**config.mk**
```make
export PLATFORM = sky130hd
export DESIGN_NAME = fetch_sequencer
export DESIGN_NICKNAME = d
export VERILOG_FILES = /design/src/rtl/cpu_pkg.sv /design/src/rtl/pc_counter.sv /design/src/rtl/fetch_sequencer.sv
export SDC_FILE = /design/constraint.sdc
export NUM_CORES = 1
export LEC_CHECK = 0
export BUFFER_PORTS_ARGS = -buffer_cell sky130_fd_sc_hd__buf_2
export CAP_MARGIN = 20
export CELL_PAD_IN_SITES_DETAIL_PLACEMENT = 1
export CELL_PAD_IN_SITES_GLOBAL_PLACEMENT = 2
export CORE_MARGIN = 2
export CORE_UTILIZATION = 32
export DETAILED_ROUTE_END_ITERATION = 10
export GPL_TIMING_DRIVEN = 0
export HOLD_SLACK_MARGIN = 0.15
export PLACE_DENSITY = 0.9
export SETUP_SLACK_MARGIN = 0.2
export SLEW_MARGIN = 20
export SYNTH_ARGS = -nofsm -noshare
export SYNTH_HDL_FRONTEND = slang
export SYNTH_HIERARCHICAL = 1
export SYNTH_SLANG_ARGS = --single-unit
```
**constraint.sdc**
```tcl
create_clock -name clk -period 7.5 [get_ports clk]
set_clock_uncertainty 0.15 [all_clocks]
set_input_delay 1.125 -clock clk [delete_from_list [all_inputs] [get_ports clk]]
set_output_delay 1.125 -clock clk [all_outputs]
set_load 0.1 [all_outputs]
```
**src/rtl/cpu_pkg.sv**
```systemverilog
// Shared definitions for the accumulator CPU front end.
// Provides the fetch FSM state type, the instruction/address width constants,
// the halt opcode and a helper that extracts the opcode field of a word.
package cpu_pkg;

  localparam int unsigned ADDR_W    = 11;
  localparam int unsigned DATA_W    = 16;
  localparam int unsigned OPC_W     = 5;
  localparam int unsigned MEM_DEPTH = 128;
  localparam int unsigned CNT_W     = 32;

  localparam logic [OPC_W-1:0] HALT_OPC = 5'b00000;

  typedef enum logic [1:0] {
    IDLE,
    RUN,
    WAIT_STEP,
    HALT
  } fetch_state_e;

  // Opcode lives in the top OPC_W bits of the instruction word.
  function automatic logic [OPC_W-1:0] opcode_of(input logic [DATA_W-1:0] instr);
    return instr[DATA_W-1 -: OPC_W];
  endfunction

endpackage

```
**src/rtl/pc_counter.sv**
```systemverilog
// Program counter register for the fetch sequencer.
// Ports:
//   clk, reset    - clock, asynchronous active-high reset (PC -> 0)
//   clear_i       - force PC to 0 (highest priority)
//   load_i        - load load_addr_i, masked into the implemented range
//   load_addr_i   - redirect address
//   incr_i        - advance PC, wrapping from MEM_DEPTH-1 to 0
//   pc_o          - current PC
module pc_counter #(
  parameter int unsigned ADDR_W    = 11,
  parameter int unsigned MEM_DEPTH = 128
) (
  input  logic              clk,
  input  logic              reset,
  input  logic              clear_i,
  input  logic              load_i,
  input  logic [ADDR_W-1:0] load_addr_i,
  input  logic              incr_i,
  output logic [ADDR_W-1:0] pc_o
);

  localparam int unsigned       IDX_W    = $clog2(MEM_DEPTH);
  localparam logic [ADDR_W-1:0] IDX_MASK = ADDR_W'((1 << IDX_W) - 1);
  localparam logic [ADDR_W-1:0] LAST     = ADDR_W'(MEM_DEPTH - 1);

  logic [ADDR_W-1:0] pc_q, pc_d;

  always_comb begin
    pc_d = pc_q;
    if (clear_i) begin
      pc_d = '0;
    end else if (load_i) begin
      // Out-of-range targets keep only the low log2(MEM_DEPTH) bits.
      pc_d = load_addr_i & IDX_MASK;
    end else if (incr_i) begin
      pc_d = (pc_q == LAST) ? '0 : pc_q + ADDR_W'(1);
    end
  end

  always_ff @(posedge clk or posedge reset) begin
    if (reset) begin
      pc_q <= '0;
    end else begin
      pc_q <= pc_d;
    end
  end

  assign pc_o = pc_q;

endmodule

```
**src/rtl/fetch_sequencer.sv**
```systemverilog
// Instruction fetch sequencer for the accumulator CPU.
// Drives the program memory address (one synchronous-read word per cycle),
// issues a registered instruction plus a one-cycle valid strobe, and handles
// start/restart, halt detection, branch redirect, stall and single-step.
// Ports:
//   clk, reset       - clock, asynchronous active-high reset
//   i_start          - pulse: (re)start execution at address 0
//   i_step_mode      - pause after every issued instruction
//   i_step           - rising edge releases one instruction in step mode
//   i_stall          - freeze PC and outputs this cycle
//   i_branch         - redirect fetch to i_branch_target
//   i_branch_target  - branch destination
//   i_mem_data       - program memory read data for o_mem_addr
//   o_mem_addr       - program memory address (same as o_pc)
//   o_pc             - current fetch address
//   o_instr          - last issued instruction
//   o_instr_valid    - o_instr is new this cycle
//   o_halted         - high while halted
//   o_cycle_count    - saturating count of cycles spent running
module fetch_sequencer #(
  parameter int unsigned           ADDR_W    = cpu_pkg::ADDR_W,
  parameter int unsigned           DATA_W    = cpu_pkg::DATA_W,
  parameter int unsigned           MEM_DEPTH = cpu_pkg::MEM_DEPTH,
  parameter int unsigned           OPC_W     = cpu_pkg::OPC_W,
  parameter logic [OPC_W-1:0]      HALT_OPC  = cpu_pkg::HALT_OPC,
  parameter int unsigned           CNT_W     = cpu_pkg::CNT_W
) (
  input  logic              clk,
  input  logic              reset,
  input  logic              i_start,
  input  logic              i_step_mode,
  input  logic              i_step,
  input  logic              i_stall,
  input  logic              i_branch,
  input  logic [ADDR_W-1:0] i_branch_target,
  input  logic [DATA_W-1:0] i_mem_data,
  output logic [ADDR_W-1:0] o_mem_addr,
  output logic [ADDR_W-1:0] o_pc,
  output logic [DATA_W-1:0] o_instr,
  output logic              o_instr_valid,
  output logic              o_halted,
  output logic [CNT_W-1:0]  o_cycle_count
);

  import cpu_pkg::*;

  fetch_state_e      state_q, state_d;
  logic [DATA_W-1:0] instr_q, instr_d;
  logic              valid_q, valid_d;
  logic [CNT_W-1:0]  cnt_q, cnt_d;
  logic              step_q;

  logic              step_rise;
  logic              is_halt;
  logic              pc_clear, pc_load, pc_incr;

  assign step_rise = i_step & ~step_q;
  assign is_halt   = (opcode_of(i_mem_data) == HALT_OPC);

  // State register plus the registered outputs and step edge detector.
  always_ff @(posedge clk or posedge reset) begin
    if (reset) begin
      state_q <= IDLE;
      instr_q <= '0;
      valid_q <= 1'b0;
      cnt_q   <= '0;
      step_q  <= 1'b0;
    end else begin
      state_q <= state_d;
      instr_q <= instr_d;
      valid_q <= valid_d;
      cnt_q   <= cnt_d;
      step_q  <= i_step;
    end
  end

  // Next-state logic.
  always_comb begin
    state_d = state_q;
    if (i_start) begin
      state_d = RUN;
    end else begin
      unique case (state_q)
        IDLE:      state_d = IDLE;
        RUN: begin
          if (!i_stall && !i_branch) begin
            if (is_halt)          state_d = HALT;
            else if (i_step_mode) state_d = WAIT_STEP;
          end
        end
        WAIT_STEP: begin
          if (step_rise || !i_step_mode) state_d = RUN;
        end
        HALT:      state_d = HALT;
        default:   state_d = IDLE;
      endcase
    end
  end

  // Output / datapath control. i_start outranks stall and branch in every state.
  always_comb begin
    instr_d  = instr_q;
    valid_d  = 1'b0;
    cnt_d    = cnt_q;
    pc_clear = 1'b0;
    pc_load  = 1'b0;
    pc_incr  = 1'b0;
    if (i_start) begin
      pc_clear = 1'b1;
      cnt_d    = '0;
    end else if (state_q == RUN) begin
      cnt_d = (cnt_q == '1) ? cnt_q : cnt_q + CNT_W'(1);
      if (i_stall) begin
        // hold everything
      end else if (i_branch) begin
        pc_load = 1'b1;
      end else begin
        instr_d = i_mem_data;
        valid_d = 1'b1;
        pc_incr = ~is_halt;
      end
    end
  end

  pc_counter #(
    .ADDR_W    (ADDR_W),
    .MEM_DEPTH (MEM_DEPTH)
  ) u_pc (
    .clk         (clk),
    .reset       (reset),
    .clear_i     (pc_clear),
    .load_i      (pc_load),
    .load_addr_i (i_branch_target),
    .incr_i      (pc_incr),
    .pc_o        (o_pc)
  );

  assign o_mem_addr    = o_pc;
  assign o_instr       = instr_q;
  assign o_instr_valid = valid_q;
  assign o_halted      = (state_q == HALT);
  assign o_cycle_count = cnt_q;

endmodule

```
==> impl_metrics.yaml <==
detailed_routing:
  drc: 0
  first_pass_iters: 4
  ant_nets: 0
  wl_per_cell_um: 16.73
  first_iter_violations: 128
  vias: 3334
  wl_um: 10570
  via_per_inst: 5.275
global_route:
  grt_max_degree: 53
  grt_pass1_vias: 3519
  antenna_found_initial: 0
  grt_pass1_wl_um: 17710
  grt_usage: 0.1950
  overflow: 0
synthesis:
  netlist_instances: 379
  synth_nets: 415
  synth_area_um2: 3425
  synth_seq_cells: 63
  yosys-top-cells-count: "63 x dfrtp_1, 50 x nand2_1, 31 x nor2_1"
  synthArstFlopShare: 1.000
  yosys-top-cells-area: "dfrtp_1 46%, nand2_1 5.5%, a21oi_1 3.7%"
  synth_flop_cell: "dfrtp_1"
  yosys.cell_types.count: 51
  post-synth-top-count-cell: "dfrtp_1"
  ys_warn_count: 6
  avgSynthCellArea_um2: 9.036
  yosysTopAreaCell: "dfrtp_1"
  synth_top_area_frac: 0.4604
  ys_seq_area_frac: 0.4604
  synth_edf_count: 0
sta:
  setup_tns_ns: 0
  setup_slack_ns: 4.248
  setup-violations-final: 0
  tightest_slew_ns: 0.8879
  finalMaxSlewViolations: 0
  rsz0062_at_grt: "false"
  hold_violations: 0
  fin_crit_sh: 0.4336
  fmax_mhz: 307.5
  period_needed_ns: 3.252
  slew_headroom: 0.3997
placement:
  post-dp-hpwl_um: 7739
  pre_cts_ws_ns: 3.854
  portBuffers: 101
  gp_congestion: 0.8114
  dp_cells: 616
outcome:
  outcome: "completed"
setup_path:
  arrival_ns: 3.38
  cp_slowest_cell: "or4_1"
  path_delay_family: "simple AND/OR/NAND/NOR gates"
  start_kind: "input pin"
  crit_top_cell: "nor2_1"
  critical_path.max_fanout: 10
  crit_path_end_kind: "flop"
  cpPeakStageDelay_ns: 0.53
  crit_buf_inv: 4
  crit_chain: "buf_2 -> nor2_1 -> nand3b_1 -> clkbuf_1 -> nor2_1 -> buf_4 -> inv_2 -> or4_1 -> a221oi_2 -> o21bai_1"
  cp.required_ns: 7.63
  path_class: "input pin to flop"
cts:
  h-tree-depth: 3
  cts_resized: 0
  cts_max_path_buffers: 2
  cts.clk_slew.worst_paths_ns: 0.07
  insertion_delay_ns: 0.36
  cts_root_buf: "clkbuf_8"
  cts_made_buffers: 9
  cts_sinks: 63
  postCtsSetupBuffers: 0
  tritoncts: "done"
  cts_hold_buf: 0
floorplanning:
  ios: 106
  rows: 37
  die_w_um: 107.5
  fp.coreArea_um2: 10370
  dieHeight_um: 107.5
  dieArea_um2: 11550
  start_util: 0.3302
layout:
  nets: 527
  fillers: 1278
  drive_above_1_share: 0.3024
  stdcell_count: 632
  area_delta_synth_final_pct: 24.59
  diodes: 0
worst_hold_path:
  hp-class: "flop to flop"
power_and_ir_drop:
  power_density_nw_per_um2: 215.1
  ir_drop_mv: 0.1430
  leakagePower_nw: 1.970
run:
  maxCapViolCount: 0
[worst paths after layout]
| path | end | start | depth (start not counted) | slack (ns) |
|---|---|---|---|---|
| min in group asynchronous | u_pc/pc_o[1]$_DFFE_PP0P_ | reset | 2 | 0.67 |
| worst max register to register | u_pc/pc_o[5]$_DFFE_PP0P_ | state_q[0]$_DFFE_PP0P_ | 10 | 4.33 |
| worst min register to register | o_instr[8]$_DFFE_PP0P_ | o_instr[8]$_DFFE_PP0P_ | 2 | 0.33 |
| worst min-delay path | o_instr[8]$_DFFE_PP0P_ | o_instr[8]$_DFFE_PP0P_ | 2 | 0.33 |
| max in group asynchronous | o_cycle_count[7]$_DFFE_PP0P_ | reset | 2 | 6.01 |
| worst max-delay path | u_pc/pc_o[5]$_DFFE_PP0P_ | i_branch | 10 | 4.25 |
[sequential cells by signal, summed over array words and instances, names as in the netlist]
signal and count:
o_cycle_count 32, o_instr 16, u_pc/pc_o 11, state_q 2
o_instr_valid 1, step_q 1
[layer usage]
layer,vias up,track usage,share of wire
met4,0,0.07234,0.018
met3,17,0.05751,0.059
met2,80,0.3156,0.48
li1,1586,-,-
met5,-,0,0
met1,1651,0.2465,0.45
[cells by family after synthesis]
kind of cell | share of synthesized area
AOI/OAI and AO/OA | 0.1228
DFF | 0.4604
and+or+nand+nor | 0.2770
adders and majority gates | 0.007306
buffers and inverters | 0.06321
muxes | 0.02850
xor gates and xnor gates | 0.04092
[stage by stage]
step | total power (W) | utilization | hold WS, ns | area, um2
final | 0.0009179 | 0.4114 | 0.3273 | 4267
after global routing | 0.0009571 | 0.4114 | 0.3616 | 4267
after CTS | 0.0009223 | 0.4108 | 0.3376 | 4260
after detailed placement | 0.0006645 | 0.3956 | 0.3162 | 4103
after global placement | 0.0006596 | 0.3954 | 0.3043 | 4100
after floorplan | 0.0006109 | - | 0.3656 | 3425
[layout by cell type, fill, tap and decap left out, types with 3 or more instances in the layout]
cell	netlist	layout
a21oi_1	25	25
a31oi_1	3	3
and4_1	3	3
buf_2	2	103
buf_4	12	12
clkbuf_1	14	17
clkbuf_8	0	9
clkinv_2	0	3
dfrtp_1	63	63
inv_1	12	11
mux2_2	6	6
mux2i_1	3	3
nand2_1	50	50
nand2b_1	3	3
nand3_1	18	18
nand4_1	14	14
nor2_1	31	31
nor2b_1	3	3
nor3_1	10	10
nor4_1	11	10
o211ai_1	3	3
o21ai_0	10	10
o31ai_1	10	10
or3_1	11	11
or4_1	13	13
xnor2_1	12	12
xor2_1	4	4
[area by class of cell]
cell class / count / area (um2) / area share
plain buffers: 30 / 167.7 / 0.03930
clock buffers: 12 / 135.1 / 0.03167
clock inverters: 4 / 22.52 / 0.005279
inverters: 13 / 51.30 / 0.01202
multi-input cells: 273 / 1638 / 0.3839
flip-flops and latches: 63 / 1577 / 0.3695
well taps: 136 / 170.2 / 0.03988
repair buffers: 101 / 505.5 / 0.1185
[report_power, final]
group / switching (W) / internal (W) / leakage (nW) / total [W]
clock: 0.000143 / 0.000119 / 0.0801 / 0.000262
combinational: 0.000233 / 0.0000437 / 1.05 / 0.000277
sequential: 0.0000163 / 0.000363 / 0.842 / 0.000379
total: 0.000393 / 0.000525 / 1.97 / 0.000918
[worst register-to-register path: cells and delay by family, from the launching register on]
family                 cells  cell delay [ns]
AOI/OAI and AO/OA          2             0.35
buffers and inverters      4             0.94
and+or+nand+nor            4             1.26
DFF                        1             0.41
(Power assumes the default switching activity.)
